==> src/rtl/z80fi_recorder.sv <==
// Z80FI retirement-record producer: assembles one record per executed
// instruction from core strobes and presents it on the z80fi_* bus.
module z80fi_recorder #(
    parameter int MAX_MCYCLES    = 6,
    parameter int MAX_INSN_BYTES = 4
) (
    input  logic         clk,
    input  logic         reset,
    input  logic         core_insn_start,
    input  logic         core_mcycle_start,
    input  logic [2:0]   core_mcycle_type,
    input  logic         core_insn_byte_valid,
    input  logic [7:0]   core_insn_byte,
    input  logic [127:0] core_regs,
    output logic         z80fi_valid,
    output logic [31:0]  z80fi_insn,
    output logic [2:0]   z80fi_insn_len,
    output logic [127:0] z80fi_regs_in,
    output logic [127:0] z80fi_regs_out,
    output logic [2:0]   z80fi_mcycle_type1,
    output logic [2:0]   z80fi_mcycle_type2,
    output logic [2:0]   z80fi_mcycle_type3,
    output logic [2:0]   z80fi_mcycle_type4,
    output logic [2:0]   z80fi_mcycle_type5,
    output logic [2:0]   z80fi_mcycle_type6,
    output logic [3:0]   z80fi_tcycles1,
    output logic [3:0]   z80fi_tcycles2,
    output logic [3:0]   z80fi_tcycles3,
    output logic [3:0]   z80fi_tcycles4,
    output logic [3:0]   z80fi_tcycles5,
    output logic [3:0]   z80fi_tcycles6,
    output logic         z80fi_overflow
);

    localparam int SW = (MAX_MCYCLES > 1) ? $clog2(MAX_MCYCLES) : 1;
    localparam int BW = (MAX_INSN_BYTES > 1) ? $clog2(MAX_INSN_BYTES) : 1;
    localparam logic [SW-1:0] LAST_SLOT = SW'(MAX_MCYCLES - 1);
    localparam logic [2:0] LEN_MAX = 3'(MAX_INSN_BYTES);
    localparam logic [2:0] CYCLE_NONE = 3'd0;

    typedef enum logic {
        IDLE,
        RUN
    } state_t;

    state_t state_q, state_d;
    logic   emit;

    logic [7:0]    byte_q [MAX_INSN_BYTES];
    logic [2:0]    len_q;
    logic [2:0]    type_q [MAX_MCYCLES];
    logic [3:0]    tcnt_q [MAX_MCYCLES];
    logic [SW-1:0] idx_q;
    logic [SW-1:0] idx_nxt;
    logic          frozen_q;
    logic          ovf_q;
    logic [127:0]  regs_in_q;

    logic [31:0]   cur_insn;
    logic [2:0]    cur_type [6];
    logic [3:0]    cur_tcnt [6];

    logic          valid_q;
    logic [31:0]   rec_insn_q;
    logic [2:0]    rec_len_q;
    logic [127:0]  rec_regs_in_q;
    logic [127:0]  rec_regs_out_q;
    logic [2:0]    rec_type_q [6];
    logic [3:0]    rec_tcnt_q [6];
    logic          rec_ovf_q;

    assign idx_nxt = idx_q + SW'(1);

    always_ff @(posedge clk) begin
        if (reset) state_q <= IDLE;
        else       state_q <= state_d;
    end

    always_comb begin
        state_d = state_q;
        emit    = 1'b0;
        unique case (state_q)
            IDLE: if (core_insn_start) state_d = RUN;
            RUN:  emit = core_insn_start;
            default: state_d = IDLE;
        endcase
    end

    always_ff @(posedge clk) begin
        if (reset) begin
            idx_q     <= '0;
            len_q     <= '0;
            frozen_q  <= 1'b0;
            ovf_q     <= 1'b0;
            regs_in_q <= '0;
            for (int i = 0; i < MAX_INSN_BYTES; i++) byte_q[i] <= '0;
            for (int i = 0; i < MAX_MCYCLES; i++) begin
                type_q[i] <= CYCLE_NONE;
                tcnt_q[i] <= '0;
            end
        end else if (core_insn_start) begin
            // New capture starts here; any byte strobed now is its first byte.
            regs_in_q <= core_regs;
            idx_q     <= '0;
            frozen_q  <= 1'b0;
            ovf_q     <= 1'b0;
            for (int i = 1; i < MAX_INSN_BYTES; i++) byte_q[i] <= '0;
            for (int i = 1; i < MAX_MCYCLES; i++) begin
                type_q[i] <= CYCLE_NONE;
                tcnt_q[i] <= '0;
            end
            type_q[0] <= core_mcycle_type;
            tcnt_q[0] <= 4'd1;
            if (core_insn_byte_valid) begin
                byte_q[0] <= core_insn_byte;
                len_q     <= 3'd1;
            end else begin
                byte_q[0] <= '0;
                len_q     <= '0;
            end
        end else if (state_q == RUN) begin
            if (core_mcycle_start) begin
                if (!frozen_q) begin
                    if (idx_q == LAST_SLOT) begin
                        ovf_q    <= 1'b1;
                        frozen_q <= 1'b1;
                    end else begin
                        idx_q           <= idx_nxt;
                        type_q[idx_nxt] <= core_mcycle_type;
                        tcnt_q[idx_nxt] <= 4'd1;
                    end
                end
            end else if (!frozen_q && tcnt_q[idx_q] != 4'hF) begin
                tcnt_q[idx_q] <= tcnt_q[idx_q] + 4'd1;
            end
            if (core_insn_byte_valid) begin
                if (len_q == LEN_MAX) begin
                    ovf_q <= 1'b1;
                end else begin
                    byte_q[len_q[BW-1:0]] <= core_insn_byte;
                    len_q                 <= len_q + 3'd1;
                end
            end
        end
    end

    for (genvar k = 0; k < 4; k++) begin : g_insn
        if (k < MAX_INSN_BYTES) begin : g_on
            assign cur_insn[8*k +: 8] = byte_q[k];
        end else begin : g_off
            assign cur_insn[8*k +: 8] = 8'h00;
        end
    end

    for (genvar k = 0; k < 6; k++) begin : g_slot
        if (k < MAX_MCYCLES) begin : g_on
            assign cur_type[k] = type_q[k];
            assign cur_tcnt[k] = tcnt_q[k];
        end else begin : g_off
            assign cur_type[k] = CYCLE_NONE;
            assign cur_tcnt[k] = 4'd0;
        end
    end

    // Record registers hold until the next emit so consumers can sample late.
    always_ff @(posedge clk) begin
        if (reset) begin
            valid_q        <= 1'b0;
            rec_insn_q     <= '0;
            rec_len_q      <= '0;
            rec_regs_in_q  <= '0;
            rec_regs_out_q <= '0;
            rec_ovf_q      <= 1'b0;
            for (int k = 0; k < 6; k++) begin
                rec_type_q[k] <= CYCLE_NONE;
                rec_tcnt_q[k] <= '0;
            end
        end else begin
            valid_q <= emit;
            if (emit) begin
                rec_insn_q     <= cur_insn;
                rec_len_q      <= len_q;
                rec_regs_in_q  <= regs_in_q;
                rec_regs_out_q <= core_regs;
                rec_ovf_q      <= ovf_q;
                for (int k = 0; k < 6; k++) begin
                    rec_type_q[k] <= cur_type[k];
                    rec_tcnt_q[k] <= cur_tcnt[k];
                end
            end
        end
    end

    assign z80fi_valid        = valid_q;
    assign z80fi_insn         = rec_insn_q;
    assign z80fi_insn_len     = rec_len_q;
    assign z80fi_regs_in      = rec_regs_in_q;
    assign z80fi_regs_out     = rec_regs_out_q;
    assign z80fi_overflow     = rec_ovf_q;
    assign z80fi_mcycle_type1 = rec_type_q[0];
    assign z80fi_mcycle_type2 = rec_type_q[1];
    assign z80fi_mcycle_type3 = rec_type_q[2];
    assign z80fi_mcycle_type4 = rec_type_q[3];
    assign z80fi_mcycle_type5 = rec_type_q[4];
    assign z80fi_mcycle_type6 = rec_type_q[5];
    assign z80fi_tcycles1     = rec_tcnt_q[0];
    assign z80fi_tcycles2     = rec_tcnt_q[1];
    assign z80fi_tcycles3     = rec_tcnt_q[2];
    assign z80fi_tcycles4     = rec_tcnt_q[3];
    assign z80fi_tcycles5     = rec_tcnt_q[4];
    assign z80fi_tcycles6     = rec_tcnt_q[5];

endmodule

==> config.mk <==
export PLATFORM = sky130hd
export DESIGN_NAME = z80fi_recorder
export DESIGN_NICKNAME = d
export VERILOG_FILES = /design/src/rtl/z80fi_recorder.sv
export SDC_FILE = /design/constraint.sdc
export NUM_CORES = 1
export LEC_CHECK = 0
export BUFFER_PORTS_ARGS = -buffer_cell sky130_fd_sc_hd__buf_2
export CELL_PAD_IN_SITES_DETAIL_PLACEMENT = 1
export CELL_PAD_IN_SITES_GLOBAL_PLACEMENT = 2
export CORE_AREA = 2 2 244 246
export DETAILED_ROUTE_END_ITERATION = 6
export DIE_AREA = 0 0 246 248
export PLACE_DENSITY_LB_ADDON = 0.12
export SLEW_MARGIN = 30
export SYNTH_ARGS = -nofsm -noshare
export SYNTH_HDL_FRONTEND = slang
export SYNTH_SLANG_ARGS = --single-unit
==> constraint.sdc <==
create_clock -name clk -period 4.7 [get_ports clk]
set_clock_uncertainty 0.1 [all_clocks]
set_input_delay 0.235 -clock clk [delete_from_list [all_inputs] [get_ports clk]]
set_output_delay 0.235 -clock clk [all_outputs]
set_load 0.02 [all_outputs]
==> Flow_metrics.wiki <==
{| class="wikitable"
! Metric !! Value
|-
| Via count of the first global-routing pass || 16877
|-
| Result of the run || finished, final reports clean
|-
| Part of the Yosys area used for sequential elements || 61.46%
|-
| Net count of the mapped netlist || 2245
|-
| Starting Density || 34.49%
|-
| Worst slew margin relative to its limit || 33.12%
|-
| Die ar. || 61010 um^2
|-
| Syn Area/Cell || 9.628 um^2
|-
| Dpl hpwl || 41090 um
|-
| Number of endpoints failing setup at the final stage || 0
|-
| Insertion delay of the later-clocked pin in the worst-skew pair || 620 ps
|-
| Type of the tightest min-delay check || in2reg
|-
| Total GRT Usage || 20.09%
|-
| Standard cell core area || 58460 um^2
|-
| RSZ-0062 raised after global routing || no
|-
| TritonCTS Sinks || 557
|-
| Number of buffers inserted during clock tree synthesis || 61
|-
| TritonCTS clock tree || yes
|-
| Yosys top cell area share || 42.99%
|-
| CTS HTree Levels || 2
|-
| Warnings, synthesis || 0
|-
| Total vias in the final route || 16435
|-
| Fraction of the cycle the final worst path needs || 80.47%
|-
| Cell type group with the largest total delay on the critical path || multiplexers
|-
| Largest stage delay on the critical path || 670 ps
|-
| Cell with the biggest individual delay on the critical path || dfxtp_1
|-
| Vertical die dimension || 248 um
|-
| First-pass GRT wire length || 96180 um
|-
| Worst slack on hold paths || 104.7 ps
|-
| Area growth, synth to finish || 31.77%
|-
| Pin count of the biggest net entering global routing || 206
|-
| Drt total wl || 63430 um
|-
| Most instantiated library cell after synthesis || nand2_1
|-
| Utilization of the core after routing || 45.44%
|-
| Root buf cell || clkbuf_16
|-
| Area of all sequential standard cells || 12390 um^2
|-
| Setup TNS after final layout || 0 ps
|-
| Maximum capacitance violations || 0
|-
| Crit path launch type || flop
|-
| Row count || 89
|-
| Fraction of registers with async set/reset || 0%
|-
| Syn Inst Count || 2094
|-
| Iter 0 DRT Violations || 831
|-
| Maximum buffer depth of the clock tree || 3
|-
| Number of synthesized flops with an enable pin || 124
|-
| GP Congestion || 0.8128
|-
| Clk pin slew, worst setup/hold paths || 60 ps
|-
| Initial antenna violation count || 4
|-
| Post-synth design cell area || 20160 um^2
|-
| Start point of the worst hold path || core_insn_start
|-
| Drt drc || 0
|-
| Width of the chip || 246 um
|-
| Critical path data arrival time || 3950 ps
|-
| Crit Path Category || reg2reg
|-
| Total iterations of the first detailed-routing run || 4
|-
| Max Slew Vio Count || 0
|-
| Share of layout cells above drive strength 1 || 22.18%
|-
| Top-level I/O count || 479
|-
| Buf+Inv Stages, Crit Path || 0
|-
| Highest clock frequency the design can meet || 264.4 MHz
|-
| Slew at the pin with the worst max-slew slack || 1003 ps
|-
| Number of port buffers || 478
|-
| Top cells by count, synth || nand2_1 (602), dfxtp_1 (433), a21oi_1 (296)
|-
| Ordered list of cells on the worst path || mux4_2 > mux2_2 > ha_1 > a31oi_4 > mux2i_1 > o21ai_0
|-
| Final Power || 10.74 mW
|-
| Area leader, netlist || dfxtp_1
|-
| Final hold vios || 0
|-
| Largest fanout of any net on the critical path || 9
|-
| Critical Path RT || 4870 ps
|-
| Finished layout cell area || 26570 um^2
|-
| Global route total overflow || 0
|-
| Detail-routed via count per cell || 4.736
|-
| Post-detailed-route count of antenna-violating nets || 0
|-
| Critical path capture point type || flop
|-
| Cell Pwr Density || 404.3 nW/um^2
|-
| WL per Instance || 18.28 um
|-
| Filler Cells Inserted || 6725
|-
| Leak Pwr || 11.32 nW
|-
| Flip-flop and latch count after synthesis || 557
|-
| Top flip-flop cell by instance count after synthesis || dfxtp_1
|-
| Instance area after placement || 23140 um^2
|-
| Clock period minus final worst setup slack || 3782 ps
|-
| Number of distinct library cells after synthesis || 46
|-
| Area of the multi-input gates || 7209 um^2
|-
| Final layout net count || 2800
|-
| Ranking of synthesized cells by area || dfxtp_1 (43%), edfxtp_1 (18%), nand2_1 (11%)
|-
| Peak supply drop || 0.2740 mV
|}
[routing by layer]
metal / track usage (%) / wire length [um] / vias to the layer above
met5: 0 / 49 / -
met1: 24.37 / 26560 / 7885
met2: 33.19 / 30060 / 385
met3: 5.882 / 4145 / 137
li1: - / - / 8022
met4: 8.574 / 2609 / 6
[power breakdown]
group | total [mW] | switching [mW] | internal [mW]
logic | 0.912 | 0.573 | 0.339
registers | 5.18 | 0.0941 | 5.08
clock network | 4.65 | 1.91 | 2.74
total | 10.7 | 2.58 | 8.16
[worst register-to-register path: cells and delay by family, from the launching register on]
family,cells,cell delay (ps)
AO/OA/AOI/OAI,2,730
adder cells (fa/ha/maj),1,350
flip-flops,1,670
multiplexers,3,1580
[cells in the final DEF (no fill, tap or decap), types with 6 or more instances in the layout]
master,Yosys,layout
clkinv_2,0,6
mux4_2,8,8
and2_1,96,95
clkbuf_16,0,63
a21oi_1,296,296
clkbuf_1,125,27
ha_1,7,7
buf_2,1,476
o21ai_0,9,9
nand2b_1,9,8
dlygate4sd3_1,0,149
inv_1,10,10
nor2_1,151,150
dfxtp_1,433,433
clkbuf_8,0,9
edfxtp_1,124,124
mux2_2,6,6
nand2_1,602,601
mux2i_1,136,135
nor3_1,19,19
[registers in the layout, indices dropped and copies added, names as in the netlist, 3 cells and up, named ones only]
signal and cells:
regs_in_q 128, type_q 18, z80fi_insn_len 3, byte_q 32, len_q 3, tcnt_q 32, rec_type_q 18, rec_tcnt_q 24
z80fi_regs_in 128, z80fi_regs_out 128, idx_q 3, z80fi_insn 32
[path summary, 6_finish.rpt]
check	end	slack, ps	cells after the start
setup / recovery	tcnt_q[4][2]$_SDFFCE_PN0P_	920	6
hold / removal	state_q$_SDFF_PP0_	100	3
setup reg to reg	tcnt_q[4][2]$_SDFFCE_PN0P_	920	6
hold reg to reg	z80fi_regs_in[16]$_SDFFE_PP0P_	350	2
[layout make-up]
cell class                      count  area share [%]
Clock buffer                       98           6.730
Tap cell                          773           3.640
Antenna cell                        1        0.009419
Clock inverter                     12          0.5133
Timing Repair Buffer              637           15.19
Multi-Input combinational cell   1382           27.14
Inverter                           10          0.1413
Sequential cell                   557           46.64
[timing repair]
action | in CTS | in global routing
hold endpoints to repair | 340 | 0
hold buffers | 149 | 0
buffers inserted | 0 | 0
gates resized for setup | 0 | 0
[kinds of logic after synthesis]
| group | synth area share, % |
|---|---|
| compound gates | 8.471 |
| xor+xnor | 0.1738 |
| fa+ha+maj | 0.4344 |
| buf+inv | 2.948 |
| flops | 61.46 |
| mux | 8.055 |
| simple gates | 18.46 |
[metrics by stage]
step	instances	worst slack, ps
after global placement	3210	1001
after global routing	3470	715.7
after floorplan	2094	1629
after detailed placement	3210	787.2
final	3470	917.8
after CTS	3469	789.1
(Power assumes the default switching activity.)
